**src/rtl/rpn_stack_core.sv**
```systemverilog
// rpn_stack_core: small signed 8-bit RPN calculator stack.
// Entry 0 of the stack array is the top of stack; pushes shift entries down.
// Optional feature: define RPN_MUL_EN to build the 8-cycle shift-add multiplier
// (op_code 10). Without it, op_code 10 reports an illegal op.
module rpn_stack_core #(
  parameter int DEPTH = 4
) (
  input  logic       clock,
  input  logic       reset,
  input  logic [7:0] din,
  input  logic       push,
  input  logic       pop,
  input  logic       op,
  input  logic [1:0] op_code,
  output logic [7:0] top,
  output logic       top_valid,
  output logic [2:0] depth,
  output logic       busy,
  output logic [1:0] err
);

  localparam logic [2:0] DEPTH_L  = 3'(DEPTH);
  localparam logic [1:0] OP_ADD   = 2'b00;
  localparam logic [1:0] OP_SUB   = 2'b01;
  localparam logic [1:0] OP_MUL   = 2'b10;
  localparam logic [1:0] OP_SWAP  = 2'b11;
  localparam logic [1:0] ERR_NONE = 2'b00;
  localparam logic [1:0] ERR_OVF  = 2'b01;
  localparam logic [1:0] ERR_UNF  = 2'b10;
  localparam logic [1:0] ERR_ILL  = 2'b11;

  logic [7:0] stack_reg  [DEPTH];
  logic [7:0] stack_next [DEPTH];
  logic [7:0] push_shift [DEPTH];
  logic [7:0] pop_shift  [DEPTH];
  logic [2:0] depth_reg, depth_next;
  logic [1:0] err_reg, err_next;
  logic [7:0] top_reg, top_next;
  logic       top_valid_reg;

`ifdef RPN_MUL_EN
  typedef enum logic {ST_IDLE, ST_MUL} state_t;
  state_t     state_reg, state_next;
  logic [7:0] mul_a_reg, mul_a_next;
  logic [7:0] mul_b_reg, mul_b_next;
  logic [7:0] mul_acc_reg, mul_acc_next;
  logic [2:0] mul_cnt_reg, mul_cnt_next;
  logic [7:0] mul_acc_step;
`endif

  // Precomputed shifted views of the stack for push (down) and pop/binary op (up).
  generate
    for (genvar gi = 0; gi < DEPTH; gi++) begin : g_shift
      if (gi == 0) begin : g_first
        assign push_shift[gi] = din;
      end else begin : g_rest
        assign push_shift[gi] = stack_reg[gi-1];
      end
      if (gi == DEPTH - 1) begin : g_last
        assign pop_shift[gi] = 8'd0;
      end else begin : g_inner
        assign pop_shift[gi] = stack_reg[gi+1];
      end
    end
  endgenerate

`ifdef RPN_MUL_EN
  // One shift-add step: add a<<k when bit k of b is set (8-bit wrap).
  assign mul_acc_step = mul_acc_reg + (mul_b_reg[mul_cnt_reg] ? (mul_a_reg << mul_cnt_reg) : 8'd0);
`endif

  // Next-state logic: mul progress first, then arbitrated pulses push > pop > op.
  always_comb begin
    for (int i = 0; i < DEPTH; i++) stack_next[i] = stack_reg[i];
    depth_next = depth_reg;
    err_next   = err_reg;
`ifdef RPN_MUL_EN
    state_next   = state_reg;
    mul_a_next   = mul_a_reg;
    mul_b_next   = mul_b_reg;
    mul_acc_next = mul_acc_reg;
    mul_cnt_next = mul_cnt_reg;
    if (state_reg == ST_MUL) begin
      // Pulses are ignored here; only the multiplier advances.
      mul_acc_next = mul_acc_step;
      mul_cnt_next = mul_cnt_reg + 3'd1;
      if (mul_cnt_reg == 3'd7) begin
        for (int i = 0; i < DEPTH; i++) stack_next[i] = pop_shift[i];
        stack_next[0] = mul_acc_step;
        depth_next    = depth_reg - 3'd1;
        err_next      = ERR_NONE;
        state_next    = ST_IDLE;
      end
    end else
`endif
    if (push) begin
      if (depth_reg < DEPTH_L) begin
        for (int i = 0; i < DEPTH; i++) stack_next[i] = push_shift[i];
        depth_next = depth_reg + 3'd1;
        err_next   = ERR_NONE;
      end else begin
        err_next = ERR_OVF;
      end
    end else if (pop) begin
      if (depth_reg != 3'd0) begin
        for (int i = 0; i < DEPTH; i++) stack_next[i] = pop_shift[i];
        depth_next = depth_reg - 3'd1;
        err_next   = ERR_NONE;
      end else begin
        err_next = ERR_UNF;
      end
    end else if (op) begin
      if (depth_reg < 3'd2) begin
        err_next = ERR_UNF;
      end else begin
        case (op_code)
          OP_ADD: begin
            for (int i = 0; i < DEPTH; i++) stack_next[i] = pop_shift[i];
            stack_next[0] = stack_reg[1] + stack_reg[0];
            depth_next    = depth_reg - 3'd1;
            err_next      = ERR_NONE;
          end
          OP_SUB: begin
            for (int i = 0; i < DEPTH; i++) stack_next[i] = pop_shift[i];
            stack_next[0] = stack_reg[1] - stack_reg[0];
            depth_next    = depth_reg - 3'd1;
            err_next      = ERR_NONE;
          end
          OP_SWAP: begin
            stack_next[0] = stack_reg[1];
            stack_next[1] = stack_reg[0];
            err_next      = ERR_NONE;
          end
          OP_MUL: begin
`ifdef RPN_MUL_EN
            // Operands are latched; stack and depth stay put until the result lands.
            state_next   = ST_MUL;
            mul_a_next   = stack_reg[1];
            mul_b_next   = stack_reg[0];
            mul_acc_next = 8'd0;
            mul_cnt_next = 3'd0;
`else
            err_next = ERR_ILL;
`endif
          end
          default: err_next = ERR_ILL;
        endcase
      end
    end
    // Visible top is forced to zero on an empty stack, whatever the entry holds.
    top_next = (depth_next == 3'd0) ? 8'd0 : stack_next[0];
  end

  // Stack, depth, error and registered output state.
  always_ff @(posedge clock) begin
    if (reset) begin
      for (int i = 0; i < DEPTH; i++) stack_reg[i] <= 8'd0;
      depth_reg     <= 3'd0;
      err_reg       <= ERR_NONE;
      top_reg       <= 8'd0;
      top_valid_reg <= 1'b0;
    end else begin
      for (int i = 0; i < DEPTH; i++) stack_reg[i] <= stack_next[i];
      depth_reg     <= depth_next;
      err_reg       <= err_next;
      top_reg       <= top_next;
      top_valid_reg <= (depth_next != 3'd0);
    end
  end

`ifdef RPN_MUL_EN
  // FSM state register plus multiplier datapath; reset aborts a running mul.
  always_ff @(posedge clock) begin
    if (reset) begin
      state_reg   <= ST_IDLE;
      mul_a_reg   <= 8'd0;
      mul_b_reg   <= 8'd0;
      mul_acc_reg <= 8'd0;
      mul_cnt_reg <= 3'd0;
    end else begin
      state_reg   <= state_next;
      mul_a_reg   <= mul_a_next;
      mul_b_reg   <= mul_b_next;
      mul_acc_reg <= mul_acc_next;
      mul_cnt_reg <= mul_cnt_next;
    end
  end

  assign busy = (state_reg == ST_MUL);
`else
  assign busy = 1'b0;
`endif

  assign top       = top_reg;
  assign top_valid = top_valid_reg;
  assign depth     = depth_reg;
  assign err       = err_reg;

endmodule

```
**config.mk**
```make
export PLATFORM = sky130hd
export DESIGN_NAME = rpn_stack_core
export DESIGN_NICKNAME = d
export VERILOG_FILES = /design/src/rtl/rpn_stack_core.sv
export SDC_FILE = /design/constraint.sdc
export NUM_CORES = 1
export LEC_CHECK = 0
export CORE_MARGIN = 5
export CORE_UTILIZATION = 60
export DETAILED_ROUTE_END_ITERATION = 6
export MAX_ROUTING_LAYER = met4
export PLACE_DENSITY = 0.9
export SETUP_SLACK_MARGIN = 0.1
export SLEW_MARGIN = 0
export SYNTH_ARGS = -nofsm -noshare
export SYNTH_HDL_FRONTEND = slang
export SYNTH_SLANG_ARGS = --single-unit
export TNS_END_PERCENT = 5
```
**constraint.sdc**
```tcl
create_clock -name clock -period 7 [get_ports clock]
set_input_delay 1.75 -clock clock [delete_from_list [all_inputs] [get_ports clock]]
set_output_delay 1.75 -clock clock [all_outputs]
set_load 0.05 [all_outputs]
```
; Yosys cells after proc, flatten, opt, wreduce, memory -nomap -nowiden
; Memory sizes are Yosys's and may differ from the RTL's.
; Cells that the tools add are included.
[word_totals]
register_bits = 14
mem_bits_rw = 32
wordCells = 55
mem_count = 1
[classes]
add_sub_neg = 4
magnitude_cmp = 2
n_eq_ne = 3
mux = 29
n_bitwise = 4
reduce_logical = 8
[memory_table]
columns = name, words, width, read_ports, rd_clocked_by_memory_dff, wr, line
row1 = stack_reg, 4, 8, 4, 0, 4, 32  ; logic [7:0] stack_reg [DEPTH];
[op_table]
columns = cell, n
row1 = $mux W32, 6
row2 = $pmux W16 S3, 1
row3 = $mux W8, 4
row4 = $mux W3, 7
row5 = $mux W16, 1
row6 = $mux W2, 5
row7 = $reduce_bool A3 Y1, 3
row8 = $add A8 B8 Y8, 1
row9 = $sub A8 B8 Y8, 1
row10 = $eq A2 B2 Y1 const B, 2
row11 = $mux W1, 4
row12 = $or A1 B1 Y1, 4
row13 = $pmux W2 S2, 1
row14 = $reduce_or A2 Y1, 2
row15 = $add A3 B1 Y3 const B, 1
row16 = $logic_not A3 Y1, 1
row17 = $lt A3 B2 Y1 const B, 1
row18 = $lt A3 B3 Y1 const B, 1
row19 = $reduce_or A3 Y1, 1
row20 = $sub A3 B1 Y3 const B, 1
row21 = $eq A2 B1 Y1 const B, 1
row22 = $logic_not A2 Y1, 1

; Logic depth before layout (Yosys ltp)
[depth]
ltp_word = 9
mapped_depth = 11

; Worst setup path after synthesis
; Ideal clock, no wire load.
[synth_timing]
path_type = input port to flip-flop
start = input op_code[0]
end = register top_reg[7] (netlist: top[7])
setup_ns = 0.130
arrival_time_ns = 3.758
path_slack_ns = 3.112
path_stages = 11
n_path_buf = 1
path_cell_list = nor2b_1 -> clkbuf_1 -> mux2_2 -> inv_1 -> ha_1 -> nor2b_1 -> o31ai_1 -> a32oi_1 -> xnor2_1 -> a221oi_1 -> nor3b_1
[synth_between]
elab_chain_cells = 9
word_cells_on_any_way = 16
cone_classes = 2 x eq/ne / 10 x mux / 4 x reduce/logical
[synth_lines]
columns = element, line
row1 = start: declaration, 14  ; input logic [1:0] op_code,
row2 = $eq A2 B1 Y1 / $logic_not A2 Y1 (equally long branches), 116  ; case (op_code)
row3 = $reduce_or A2 Y1 (no source line), n/a
row4 = $mux W3, n/a
row5 = $mux W3, 113  ; if (depth_reg < 3'd2) begin
row6 = $mux W3, 112  ; end else if (op) begin
row7 = $mux W3, 104  ; end else if (pop) begin
row8 = $mux W3, 96  ; if (push) begin
row9 = $logic_not A3 Y1, 151  ; top_next = (depth_next == 3'd0) ? 8'd0 : stack_next[0];
row10 = $reduce_or A2 Y1 (no source line), n/a
row11 = end signal: assignment, 166  ; top_reg <= top_next;
row12 = end: declaration, 38  ; logic [7:0] top_reg, top_next;
; Parallel ways exist; a longest one is shown, timed or not.
; A chain may end at the register's enable or synchronous reset.

; Worst setup path in the final report
; Same ends and word-level chain as after synthesis.

==> results by group <==
Worst setup path
  • Reg2reg end: top[7]
  • Delay-heaviest family, CP: compound AO/OA/AOI/OAI gates
  • Peak per-stage delay on the critical path: 0.56 ns
  • Crit-path cells: clkdlybuf4s50_1 -> nor2b_1 -> mux2_2 -> inv_1 -> ha_1 -> nor2b_1 -> o31ai_1 -> a32oi_1 -> xnor2_1 -> a221oi_1 -> nor3b_1
  • CP dominant cell by count: nor2b_1
  • WP data arrival: 4.81 ns
  • Levels on crit path: 11
  • R2R depth: 6
  • Start of the worst register-to-register path: depth[2]
  • Crit Path Max Fanout: 7
  • CP Buf/Inv Count: 2
  • Setup CP Type: in -> reg
  • Worst Setup Start Kind: primary input
  • CP Capture Type: flip-flop
  • Worst path required time: 7.19 ns
  • Worst path slowest cell: clkdlybuf4s50_1
  • R2R setup slack: 4.00 ns

Clocking
  • Num CTS Buffers: 5
  • # Post-CTS Setup Buffers: 0
  • Post-CTS sizing: 0
  • Clk slew on worst S/H paths: 0.10 ns
  • CTS Buffer Depth: 2
  • Clock latency on the worst-skew pair: 0.32 ns
  • CTS sink cnt: 46
  • Root Driver: clkbuf_8
  • CTS Hold Bufs: 0
  • TritonCTS clock tree: done
  • Htree depth: 2

Power
  • Net switching power: 0.342 mW
  • Combinational power share: 0.402
  • Worst vdd ir: 0.215 mV
  • Sequential share of power: 0.389
  • Internal power: 0.509 mW
  • LEAKAGE: 1.12 nW
  • Pwr per Cell Area: 287 mW/mm^2
  • Net Sw Frac: 0.402
  • Clock power share: 0.209

Placed design
  • Final HPWL DP: 4.91 mm
  • IO Port Bufs: 28
  • Placer congestion estimate: 0.972
  • DP Area: 0.00287 sq mm

Global route
  • Grt ovf: 0
  • Vias in the first global route: 2,238
  • Total global-route track usage: 0.260
  • Largest net degree at the start of global routing: 39
  • Initial antenna violation count: 0
  • Global-route wire length before repair: 11.1 mm

Die
  • Core Area: 0.00426 sq mm
  • IO Pins: 30
  • Cell Rows: 24
  • Die height: 75.8 um
  • Initial core utilization: 0.608
  • Die Width: 75.8 um
  • Die area: 0.00574 sq mm

Cells and area
  • Area growth, synth to finish: 14.3%
  • Largest register FFs: 32
  • Diodes inserted: 0
  • Most frequent cells in the layout: nor2_1 (48), dfxtp_1 (46), clkdlybuf4s50_1 (28)
  • Most common cell after layout, fill and taps aside: nor2_1
  • Net count, final: 350
  • Share of cells above drive strength 1: 0.0556
  • Fin area: 0.00296 sq mm

Yosys
  • Share of flip-flops with an asynchronous set or reset: 0
  • Synth Flop Type: dfxtp_1
  • Register area share after synthesis: 0.355
  • Mapped cell area: 0.00259 sq mm
  • Post-synth EDFFs: 0
  • Total number of yosys warnings: 0
  • Syn_area_per_cell: 8.45 sq um
  • Synth Register Bits: 46
  • Synth cell types: 51
  • Cells after Synth: 307
  • Synth Net Count: 334

Drt
  • Post-Route WL: 6.76 mm
  • Routed len/inst: 18.0 um
  • Initial DRC Count: 262
  • Post-DRT Antenna Nets: 0
  • DRC Markers: 2
  • DR vias: 2,413
  • Drt pass-1 iters: 7
  • Avg Vias per Cell: 6.42

Timing
  • Post-route minimum period: 4.62 ns
  • Setup violations, final: 0
  • Max-slew headroom: 0.326
  • Worst slew pin tran: 1.01 ns
  • Clock Skews: 0.0110 ns
  • Part of the cycle the worst path needs: 0.660
  • Count of final hold-check violations: 0
  • F_max: 216 MHz
  • Final setup TNS: 0 ns
  • RSZ-0062 raised after global routing: no
  • Final Slew Violations: 0

Min path
  • Worst Hold Class: reg -> reg
  • Hold Path Cell Cnt: 2
  • Worst Hold End: stack_reg[3][6]
  • Worst Min Path Start: stack_reg[3][6]

Status
  • Violated checks: DRC
  • Status: finished with violations

Job
  • Maxcap violations: 0
-- cell type report --
type	count	area, sq um
Fill cell	363	1300
Clock buffer	5	68.8
Multi-Input combinational cell	222	1520
Sequential cell	46	921
Tap cell	52	65.1
Timing Repair Buffer	30	295
Clock inverter	3	26.3
Inverter	18	67.6
-- worst register-to-register path, stage by stage, from the launching register on --
cell and delay (ns):
dfxtp_1 0.57, nor2b_1 0.59, o22ai_4 0.18, o21ai_4 0.42, mux2_4 0.35, or3b_1 0.55
nor3b_1 0.21
-- worst max-delay path by stage --
stage / endpoint / slack (ns) / startpoint
final: top[7] / 2.38 / op_code[0]
after global routing: top[7] / 2.14 / op_code[0]
after CTS: top[7] / 2.44 / op_code[0]
after detailed placement: top[7] / 2.17 / op_code[0]
after global placement: top[6] / 2.34 / op_code[0]
after floorplan: top[7] / 3.11 / op_code[0]
-- routing by layer --
layer | routed length [um] | up-vias | share of wire | GRT usage
li1 | - | 1154 | - | -
met1 | 3010 | 1154 | 0.45 | 0.345
met2 | 3220 | 89 | 0.48 | 0.394
met3 | 381 | 16 | 0.056 | 0.0488
met4 | 148 | 0 | 0.022 | 0.0932
met5 | 0 | - | 0 | -
-- kinds of logic after synthesis --
| kind of cell | Yosys count | share of synthesized area |
|---|---|---|
| and+or+nand+nor | 103 | 0.192 |
| other | 1 | 0.00145 |
| muxes | 9 | 0.0376 |
| buffers and inverters | 39 | 0.0588 |
| xor gates and xnor gates | 9 | 0.0304 |
| DFF | 46 | 0.355 |
| AOI/OAI and AO/OA | 88 | 0.264 |
| adders and majority gates | 12 | 0.0608 |
-- power groups by stage --
stage / sequential [mW] / combinational, mW / clock, mW
4_1_cts: 0.330 / 0.341 / 0.179
3_5_place_dp: 0.336 / 0.338 / 0
6_report: 0.331 / 0.342 / 0.178
5_1_grt: 0.335 / 0.373 / 0.189
3_3_place_gp: 0.334 / 0.330 / 0
2_1_floorplan: 0.376 / 0.207 / 0
-- stage by stage --
stage,hold WS [ns],util,worst slack (ns),cells,total power [mW]
3_3_place_gp,0.479,0.673,2.34,368,0.664
4_1_cts,0.512,0.695,2.44,376,0.850
3_5_place_dp,0.486,0.673,2.17,368,0.674
2_1_floorplan,0.466,-,3.11,307,0.583
6_report,0.513,0.695,2.38,376,0.851
5_1_grt,0.559,0.695,2.14,376,0.897
-- cell usage after synthesis, types with 3 or more instances --
| library cell | count | area share |
|---|---|---|
| clkbuf_1 | 17 | 0.025 |
| inv_1 | 18 | 0.026 |
| a211oi_1 | 3 | 0.0087 |
| xnor2_1 | 9 | 0.030 |
| mux2i_1 | 6 | 0.023 |
| nand2_1 | 8 | 0.012 |
| nor3_1 | 15 | 0.029 |
| a22o_1 | 5 | 0.017 |
| nand2b_1 | 3 | 0.0072 |
| a21oi_1 | 9 | 0.017 |
| nor2_1 | 48 | 0.069 |
| a22oi_1 | 10 | 0.029 |
| o21ai_0 | 10 | 0.019 |
| a221oi_1 | 11 | 0.037 |
| a222oi_1 | 8 | 0.031 |
| and2_1 | 5 | 0.012 |
| a31oi_1 | 8 | 0.019 |
| o21a_1 | 5 | 0.014 |
| dfxtp_1 | 46 | 0.36 |
| nor2b_1 | 12 | 0.029 |
| a221o_1 | 4 | 0.015 |
| ha_1 | 11 | 0.053 |
(Power assumes the default switching activity.)
